<file path="config.mk">
export PLATFORM = sky130hd
export DESIGN_NAME = regfile_mp_sb
export DESIGN_NICKNAME = d
export VERILOG_FILES = /design/src/rtl/regfile_pkg.sv /design/src/rtl/regfile_scoreboard.sv /design/src/rtl/regfile_mp_sb.sv
export SDC_FILE = /design/constraint.sdc
export NUM_CORES = 2
export LEC_CHECK = 0
export ABC_AREA = 1
export CORE_MARGIN = 5
export CORE_UTILIZATION = 40
export CTS_CLUSTER_SIZE = 16
export DETAILED_ROUTE_END_ITERATION = 8
export PLACE_DENSITY = 0.64
export SKIP_CTS_REPAIR_TIMING = 1
export SYNTH_ARGS = -nofsm -noshare
export SYNTH_HDL_FRONTEND = slang
export SYNTH_SLANG_ARGS = --single-unit
export TNS_END_PERCENT = 5
</file>
<file path="constraint.sdc">
create_clock -name clk -period 40.5 [get_ports clk]
set_input_delay 6.075 -clock clk [delete_from_list [all_inputs] [get_ports clk]]
set_output_delay 6.075 -clock clk [all_outputs]
set_load 0.1 [all_outputs]
</file>
<file path="src/rtl/regfile_pkg.sv">
// regfile_pkg: shared constants and slicing helpers for the multi-port
// register file and its pending-write scoreboard.
package regfile_pkg;

  // Architectural zero register address.
  localparam int ZERO_ADDR  = 0;

  // Default geometry of the MIPS integer register file.
  localparam int DEF_DATA_W = 32;
  localparam int DEF_ADDR_W = 5;

  // Low bit index of lane 'lane' inside a flattened vector of 'width'-bit lanes.
  function automatic int lane_lo(input int lane, input int width);
    return lane * width;
  endfunction

  // Number of registers addressed by an 'addr_w'-bit address.
  function automatic int depth_of(input int addr_w);
    return 32'sd1 << addr_w;
  endfunction

endpackage

</file>
<file path="src/rtl/regfile_scoreboard.sv">
// regfile_scoreboard: one busy bit per register tracking in-flight producers.
// A reservation from decode marks a register busy; a writeback to it releases
// it. When both hit the same register in one cycle the reservation wins,
// since the newly issued producer supersedes the one retiring.
module regfile_scoreboard
  import regfile_pkg::*;
#(
  parameter int ADDR_W      = DEF_ADDR_W,
  parameter int NUM_RD      = 2,
  parameter int NUM_WR      = 1,
  parameter int ZERO_REG_EN = 1
) (
  input  logic                     clk,
  input  logic                     rst,
  input  logic [NUM_RD*ADDR_W-1:0] raddr,
  input  logic [NUM_WR-1:0]        wen,
  input  logic [NUM_WR*ADDR_W-1:0] waddr,
  input  logic                     rsv_en,
  input  logic [ADDR_W-1:0]        rsv_addr,
  output logic [NUM_RD-1:0]        rbusy,
  output logic                     any_busy
);

  localparam int              DEPTH   = depth_of(ADDR_W);
  localparam logic            ZERO_ON = (ZERO_REG_EN != 0);
  localparam logic [ADDR_W-1:0] ZERO_A = ADDR_W'(ZERO_ADDR);

  logic [DEPTH-1:0]  r_busy;
  logic [DEPTH-1:0]  w_busy_nxt;
  logic [ADDR_W-1:0] w_raddr [NUM_RD];
  logic [ADDR_W-1:0] w_waddr [NUM_WR];
  logic              w_rsv_ok;

  for (genvar i = 0; i < NUM_RD; i++) begin : g_rd_unpack
    assign w_raddr[i] = raddr[lane_lo(i, ADDR_W) +: ADDR_W];
  end

  for (genvar j = 0; j < NUM_WR; j++) begin : g_wr_unpack
    assign w_waddr[j] = waddr[lane_lo(j, ADDR_W) +: ADDR_W];
  end

  // The zero register can never become busy, so a reservation of it is ignored.
  assign w_rsv_ok = rsv_en & ~(ZERO_ON & (rsv_addr == ZERO_A));

  // Next busy state: release every written register, then apply the reservation on top.
  always_comb begin
    w_busy_nxt = r_busy;
    for (int j = 0; j < NUM_WR; j++) begin
      w_busy_nxt[w_waddr[j]] = w_busy_nxt[w_waddr[j]] & ~wen[j];
    end
    w_busy_nxt[rsv_addr] = w_busy_nxt[rsv_addr] | w_rsv_ok;
  end

  // Busy-bit storage; reset drops every outstanding reservation at once.
  always_ff @(posedge clk or posedge rst) begin
    if (rst) begin
      r_busy <= '0;
    end else begin
      r_busy <= w_busy_nxt;
    end
  end

  for (genvar i = 0; i < NUM_RD; i++) begin : g_rbusy
    assign rbusy[i] = r_busy[w_raddr[i]] & ~(ZERO_ON & (w_raddr[i] == ZERO_A));
  end

  assign any_busy = |r_busy;

endmodule

</file>
<file path="src/rtl/regfile_mp_sb.sv">
// regfile_mp_sb: parametrised multi-port register file with a hardwired zero
// register, asynchronous clear and a pending-write scoreboard for RAW hazard
// detection in decode.
//
// Build option: define REGFILE_BYPASS_EN to forward same-cycle writes to the
// read ports (zero-cycle read-after-write). Without it reads return the
// contents held before the clock edge and RAW latency is one cycle.
module regfile_mp_sb
  import regfile_pkg::*;
#(
  parameter int DATA_W      = DEF_DATA_W,
  parameter int ADDR_W      = DEF_ADDR_W,
  parameter int NUM_RD      = 2,
  parameter int NUM_WR      = 1,
  parameter int ZERO_REG_EN = 1
) (
  input  logic                     clk,
  input  logic                     rst,
  input  logic [NUM_RD*ADDR_W-1:0] raddr,
  output logic [NUM_RD*DATA_W-1:0] rdata,
  output logic [NUM_RD-1:0]        rbusy,
  input  logic [NUM_WR-1:0]        wen,
  input  logic [NUM_WR*ADDR_W-1:0] waddr,
  input  logic [NUM_WR*DATA_W-1:0] wdata,
  input  logic                     rsv_en,
  input  logic [ADDR_W-1:0]        rsv_addr,
  output logic                     any_busy
);

  localparam int                DEPTH   = depth_of(ADDR_W);
  localparam logic              ZERO_ON = (ZERO_REG_EN != 0);
  localparam logic [ADDR_W-1:0] ZERO_A  = ADDR_W'(ZERO_ADDR);

  logic [DATA_W-1:0] r_mem [DEPTH];
  logic [ADDR_W-1:0] w_raddr [NUM_RD];
  logic [ADDR_W-1:0] w_waddr [NUM_WR];
  logic [DATA_W-1:0] w_wdata [NUM_WR];
  logic [NUM_WR-1:0] w_wr_ok;
  logic [NUM_RD-1:0] w_sb_rbusy;

  for (genvar i = 0; i < NUM_RD; i++) begin : g_rd_unpack
    assign w_raddr[i] = raddr[lane_lo(i, ADDR_W) +: ADDR_W];
  end

  // A write to the zero register is dropped here so neither storage nor bypass sees it.
  for (genvar j = 0; j < NUM_WR; j++) begin : g_wr_unpack
    assign w_waddr[j] = waddr[lane_lo(j, ADDR_W) +: ADDR_W];
    assign w_wdata[j] = wdata[lane_lo(j, DATA_W) +: DATA_W];
    assign w_wr_ok[j] = wen[j] & ~(ZERO_ON & (w_waddr[j] == ZERO_A));
  end

  // Data storage; ports are applied in ascending order so the highest port wins a clash.
  always_ff @(posedge clk or posedge rst) begin
    if (rst) begin
      for (int k = 0; k < DEPTH; k++) begin
        r_mem[k] <= '0;
      end
    end else begin
      for (int j = 0; j < NUM_WR; j++) begin
        if (w_wr_ok[j]) begin
          r_mem[w_waddr[j]] <= w_wdata[j];
        end
      end
    end
  end

  regfile_scoreboard #(
    .ADDR_W      (ADDR_W),
    .NUM_RD      (NUM_RD),
    .NUM_WR      (NUM_WR),
    .ZERO_REG_EN (ZERO_REG_EN)
  ) u_scoreboard (
    .clk      (clk),
    .rst      (rst),
    .raddr    (raddr),
    .wen      (wen),
    .waddr    (waddr),
    .rsv_en   (rsv_en),
    .rsv_addr (rsv_addr),
    .rbusy    (w_sb_rbusy),
    .any_busy (any_busy)
  );

  for (genvar i = 0; i < NUM_RD; i++) begin : g_rd
    logic [DATA_W-1:0] w_rd_val;
    logic [DATA_W-1:0] w_rd_out;
`ifdef REGFILE_BYPASS_EN
    logic              w_fwd_hit;
    logic              w_rsv_same;

    // Forward any same-cycle write to this port, later write ports taking priority.
    always_comb begin
      w_rd_val  = r_mem[w_raddr[i]];
      w_fwd_hit = 1'b0;
      for (int j = 0; j < NUM_WR; j++) begin
        w_rd_val  = (w_wr_ok[j] && (w_waddr[j] == w_raddr[i])) ? w_wdata[j] : w_rd_val;
        w_fwd_hit = w_fwd_hit | (w_wr_ok[j] & (w_waddr[j] == w_raddr[i]));
      end
    end

    // A forwarded write retires the producer now, unless a new producer claims the register.
    assign w_rsv_same = rsv_en & (rsv_addr == w_raddr[i]);
    assign rbusy[i]   = w_fwd_hit ? w_rsv_same : w_sb_rbusy[i];
`else
    // Reads see only the contents held before the coming clock edge.
    always_comb begin
      w_rd_val = r_mem[w_raddr[i]];
    end

    assign rbusy[i] = w_sb_rbusy[i];
`endif

    // The zero register always reads as zero regardless of storage contents.
    always_comb begin
      if (ZERO_ON && (w_raddr[i] == ZERO_A)) begin
        w_rd_out = '0;
      end else begin
        w_rd_out = w_rd_val;
      end
    end

    assign rdata[lane_lo(i, DATA_W) +: DATA_W] = w_rd_out;
  end

endmodule
</file>
### Yosys cells after proc, flatten, opt, wreduce, memory -nomap -nowiden

Cells that the tools add are included.

* magnitude comparators: 10
* reduce and logical (&&, ||, !) cells: 8
* bitwise operators: 14
* muxes and demuxes: 25

Operators by type and width (number)
* 1024-bit bitwise mux: 1
* 32-bit binary-select mux with 5-bit select: 2
* 32-bit two-way mux: 7
* 32-bit demux with 5-bit select: 1
* 32-bit bitwise mux: 2
* 32-bit OR reduction: 1
* 5-bit by 6-bit less-than comparator with 1-bit output, second input constant: 4
* 1-bit binary-select mux with 5-bit select: 4
* 5-bit zero test: 4
* 6-bit >= comparator, second input constant: 3
* 5-bit inverter with 6-bit output: 3
* 1-bit demux with 5-bit select: 2
* 5-bit by 1-bit >= comparator with 1-bit output, second input constant: 2
* 6-bit by 1-bit less-than comparator with 1-bit output, second input constant: 1
* 1-bit two-way mux: 6
* 1-bit bitwise AND: 5
* 1-bit inverter: 5
* 1-bit logical AND: 3
* 1-bit OR: 1

* output and inout port bits: 67
* register bits after elaboration: 1056
* input bits: 56

### Logic depth before layout (Yosys ltp)

* word-level depth: 9
* mapped depth: 22
* mapped depth without buffers: 19

### Cells and area by module

From an unflattened synthesis, not the netlist that was laid out.

* cells, all modules: 8924
* area total of the unflattened synthesis: 59724.8 µm²

Modules (own cells, without submodules)
* regfile_mp_sb: times used 1, cells an instance 8298, area an instance 56315.3 µm²
* regfile_scoreboard: times used 1, cells an instance 626, area an instance 3409.5 µm²

### Least setup slack after synthesis

Ideal clock, no wire load.

* kind: input to output
* from: input port raddr[0]
* to: output port rdata[13]
* data arrival time: 9.202 ns
* cell stages on the path: 10
* path slack: 25.223 ns
* path buffers: 5
* path through: clkbuf_1 inv_1 clkbuf_1 clkbuf_1 clkbuf_1 clkbuf_1 nor2_1 o221ai_1 nand3_1 a21oi_1

* word-level cells in the longest chain between the ends: 5

RTL lines
* start, declared: RTL line regfile_mp_sb.sv:19 `input logic [NUM_RD*ADDR_W-1:0] raddr,`
* 5-bit inverter with 6-bit output (implied by the code): RTL line regfile_mp_sb.sv:107 `w_rd_val = r_mem[w_raddr[i]];`
* 32-bit binary-select mux with 5-bit select: RTL line regfile_mp_sb.sv:107
* 32-bit two-way mux (implied by the code) (2 in series): RTL line regfile_mp_sb.sv:107
* 32-bit two-way mux *: RTL line regfile_mp_sb.sv:115 `if (ZERO_ON && (w_raddr[i] == ZERO_A)) begin`
* end, declared: RTL line regfile_mp_sb.sv:20 `output logic [NUM_RD*DATA_W-1:0] rdata,`

Mark *: on every way between the ends. The rest lies on a longest branch, timed or not. The select of a mux whose other input is x is not followed.

### Worst setup path in the final report

* from: input port raddr[0]
* to: output port rdata[10]

Same word-level chain as after synthesis.

==> metrics.cfg <==
[synthesis]
synthesis.area_mm2=0.05669
number_of_synthesized_register_bits=1056
mappedNetlistNets=7691
syn-instance-count=7635
synth.yosys.seq_area_share_pct=46.62
yosysUniqueCellTypes=36
yosys_warnings=0
synth.avg_cell_area_um2=7.425

[sta]
drv_slew=0
finalHoldViolations=0
fin_skew_ps=3.294
clock.fmax_ghz=0.05440
timing.slew.headroom_pct=11.53
rsz0062_at_grt=false
worst_pin_slew_ps=1327
setup_violating_endpoint_count_in_the_final_report=0
post-route-period-util_pct=45.39
total_neg_setup_slack_ps=0
final_period_minus_worst_setup_slack_ps=18380

[power_and_ir_drop]
cellInternalPower_uw=2111
clock_power_share_pct=35.6
p_leak_uw=0.02674
post-layout-total-power_uw=3150
power.share.sequential_pct=44.6
cellPowerDensity_mw_per_mm2=50.62
ir_worst_vdd_uv=40.06
power_switching_share_pct=32.98
power_switching_uw=1039
pwr-share-comb_pct=19.8

[setup_path]
slowest_cell_delay_on_critical_path_ps=1300
end_kind=primary output
cp_data_required_time_ps=34420
arrival_ps=12310
regToRegSetupSlack_ps=36870
path_class=in -> out
reg2reg_end=u_scoreboard.r_busy[28]$_DFF_PP0_
timing.critical_path.fanout_max=91
critical_path_cell_with_the_highest_stage_delay=sky130_fd_sc_hd__clkdlybuf4s50_1
worst_setup_path_start_kind=input port
reg2regPathDepth=18
reg2reg_from=u_scoreboard.r_busy[25]$_DFF_PP0_
timing.critical_path.cells=buf_8 > inv_8 > buf_4 > buf_4 > buf_4 > nor2_1 > nor2_1 > a21oi_1 > a21oi_1 > o21ai_0 > nand3_1 > nand2_1 > a21oi_1 > clkdlybuf4s50_1

[grt]
global_route_wire_length_before_repair_um=341900
first_global_vias=53590
antenna_found_initial=13
grt_use_total_pct=29.25
grt_overflow=0
grt_max_degree=190

[placement]
placedCellCount=8940
placement.cell_area_mm2=0.05821
port_buffers=122
routabilityCongestion=0.8870
detailedPlacementHpwl_um=116200

[routing]
detailed_route_via_count=57700
drt_wl_total_um=228600
drc=0
ant_nets=0
drt_pass1_iterations=9
detail_route.vias_per_cell=6.301
drt_first_iter_violations=8218
wl_per_cell_um=24.97

[die]
initial_core_util_pct=40.14
boundary_pin_count=123
die_y_um=386.5
row_count=138
floorplan.die_area_mm2=0.1493
design.core.area_mm2=0.1412
floorplan.die.width_um=386.5

[clocking]
clkLatencyLatePin_ps=730
clock_path_buffers=3
cts_inserted_buffers=115
cts-root-buf=sky130_fd_sc_hd__clkbuf_16
tritoncts=yes
path_clk_slew_ps=60
cts_num_sinks=1056
ctsHtreeMaxLevel=3

[worst_hold_path]
hold_crit_path_type=reg -> reg
min_to=r_mem[1011]$_DFFE_PP0P_
timing.hold.worst.start=r_mem[1011]$_DFFE_PP0P_
hold_path_depth=0

[cells_and_area]
layout.cells.non_filler=9158
final_cell_area_mm2=0.06222
utilization_pct=44.05
layout-area-overhead-vs-synth_pct=9.760
drive_above_1_share_pct=4.569
design.final.nets=7224

[job]
max-cap-violations=0

[run_status]
status=finished clean

[logic make-up (layout without fill, tap and decap cells)]
| kind of cell | count (synthesis) | after routing | synth area share (%) |
|---|---|---|---|
| other | 0 | 2 | 0 |
| DFF | 1056 | 1056 | 46.62 |
| buffers and inverters | 914 | 545 | 6.105 |
| AOI/OAI and AO/OA | 2905 | 2905 | 28.35 |
| and+or+nand+nor | 2760 | 2760 | 18.93 |
[Yosys cell counts]
library cell / instances / area share, %
sky130_fd_sc_hd__o21ai_0: 2161 / 19
sky130_fd_sc_hd__nand2_1: 1413 / 9.4
sky130_fd_sc_hd__nor2_1: 1107 / 7.3
sky130_fd_sc_hd__dfrtp_1: 1056 / 47
sky130_fd_sc_hd__clkbuf_1: 747 / 4.9
sky130_fd_sc_hd__o221ai_1: 252 / 3.9
sky130_fd_sc_hd__o22ai_1: 194 / 2.1
sky130_fd_sc_hd__nand3_1: 185 / 1.6
sky130_fd_sc_hd__a21oi_1: 157 / 1.4
sky130_fd_sc_hd__inv_1: 125 / 0.83
sky130_fd_sc_hd__o211ai_1: 49 / 0.65
sky130_fd_sc_hd__a31oi_1: 47 / 0.52
sky130_fd_sc_hd__buf_1: 24 / 0.16
sky130_fd_sc_hd__a41oi_1: 23 / 0.36
sky130_fd_sc_hd__nor3_1: 17 / 0.15
sky130_fd_sc_hd__nand3b_1: 16 / 0.21
sky130_fd_sc_hd__nand4_1: 9 / 0.099
sky130_fd_sc_hd__nor4_1: 6 / 0.066
sky130_fd_sc_hd__a221o_1: 5 / 0.088
sky130_fd_sc_hd__buf_4: 5 / 0.066
sky130_fd_sc_hd__clkinv_1: 5 / 0.033
sky130_fd_sc_hd__a211oi_1: 4 / 0.053
sky130_fd_sc_hd__inv_2: 4 / 0.026
sky130_fd_sc_hd__or2_2: 4 / 0.044
sky130_fd_sc_hd__a221oi_1: 3 / 0.046
sky130_fd_sc_hd__a31o_2: 3 / 0.046
sky130_fd_sc_hd__buf_2: 3 / 0.026
sky130_fd_sc_hd__a2bb2oi_1: 2 / 0.031
sky130_fd_sc_hd__o21ai_1: 2 / 0.018
sky130_fd_sc_hd__a22oi_1: 1 / 0.013
sky130_fd_sc_hd__buf_6: 1 / 0.020
sky130_fd_sc_hd__nand2_2: 1 / 0.011
sky130_fd_sc_hd__nand3_2: 1 / 0.018
sky130_fd_sc_hd__o21bai_1: 1 / 0.013
sky130_fd_sc_hd__o311ai_0: 1 / 0.015
sky130_fd_sc_hd__or4_1: 1 / 0.013
[power by group through the flow]
| stage | combinational, µW | clock [µW] | sequential [µW] |
|---|---|---|---|
| 2_1_floorplan | 462 | 0 | 1370 |
| 3_3_place_gp | 596 | 0 | 1410 |
| 3_5_place_dp | 612 | 0 | 1410 |
| 4_1_cts | 613 | 1130 | 1400 |
| 5_1_grt | 695 | 1170 | 1430 |
| 6_report | 623 | 1120 | 1410 |
[area by class of cell]
| cell class | instances | area (µm²) |
|---|---|---|
| inverters | 134 | 553.0 |
| well taps | 1890 | 2365 |
| repair buffers | 196 | 1823 |
| flip-flops and latches | 1056 | 26430 |
| multi-input cells | 5665 | 27050 |
| diodes | 2 | 5.005 |
| fillers | 14130 | 79020 |
| clock inverters | 46 | 560.5 |
| clock buffers | 169 | 3435 |
[critical path, delay by kind of cell]
| kind | cells | cell delay, ps |
|---|---|---|
| AND/OR/NAND/NOR | 4 | 390 |
| buffers and inverters | 6 | 4490 |
| AO/OA/AOI/OAI | 4 | 1090 |
[metrics by stage]
stage / worst slack [ps] / hold WS [ps]
after floorplan: 4701 / 451.5
after global placement: 22460 / 387.8
after detailed placement: 22490 / 389.0
after CTS: 22480 / 403.7
after global routing: 22060 / 413.0
final: 22120 / 401.2
[per-layer routing]
metal / wire length [µm] / share of wire, % / track usage (%) / up-vias
met5: 96 / 0.042 / 0 / -
met4: 13690 / 6.0 / 15.64 / 16
met3: 26440 / 12 / 6.418 / 786
met2: 98100 / 43 / 44.62 / 3908
met1: 90320 / 40 / 39.01 / 27640
li1: - / - / - / 25350
[state kept, by name, summed over array words and instances (netlist names)]
register and cells:
r_mem 1024, u_scoreboard.r_busy 32
[worst max path at each step]
stage / start / endpoint
finish: raddr[0] / rdata[10]
global route: raddr[0] / rdata[10]
CTS: raddr[0] / rdata[10]
detailed placement: raddr[0] / rdata[10]
global placement: raddr[0] / rdata[10]
floorplan: rst / r_mem[0]$_DFFE_PP0P_
[cells in the final DEF, fill, tap and decap left out, drive strengths merged]
master,instances
a211oi,4
a21oi,157
a221o,5
a221oi,3
a22oi,1
a2bb2oi,2
a31o,3
a31oi,47
a41oi,23
buf,85
bufinv,11
clkbuf,169
clkdlybuf4s50,111
clkinv,31
clkinvlp,4
dfrtp,1056
diode,2
inv,134
nand2,1414
nand3,186
nand3b,16
nand4,9
nor2,1107
nor3,17
nor4,6
o211ai,49
o21ai,2163
o21bai,1
o221ai,252
o22ai,194
o311ai,1
or2,4
or4,1
(Power assumes the default switching activity.)
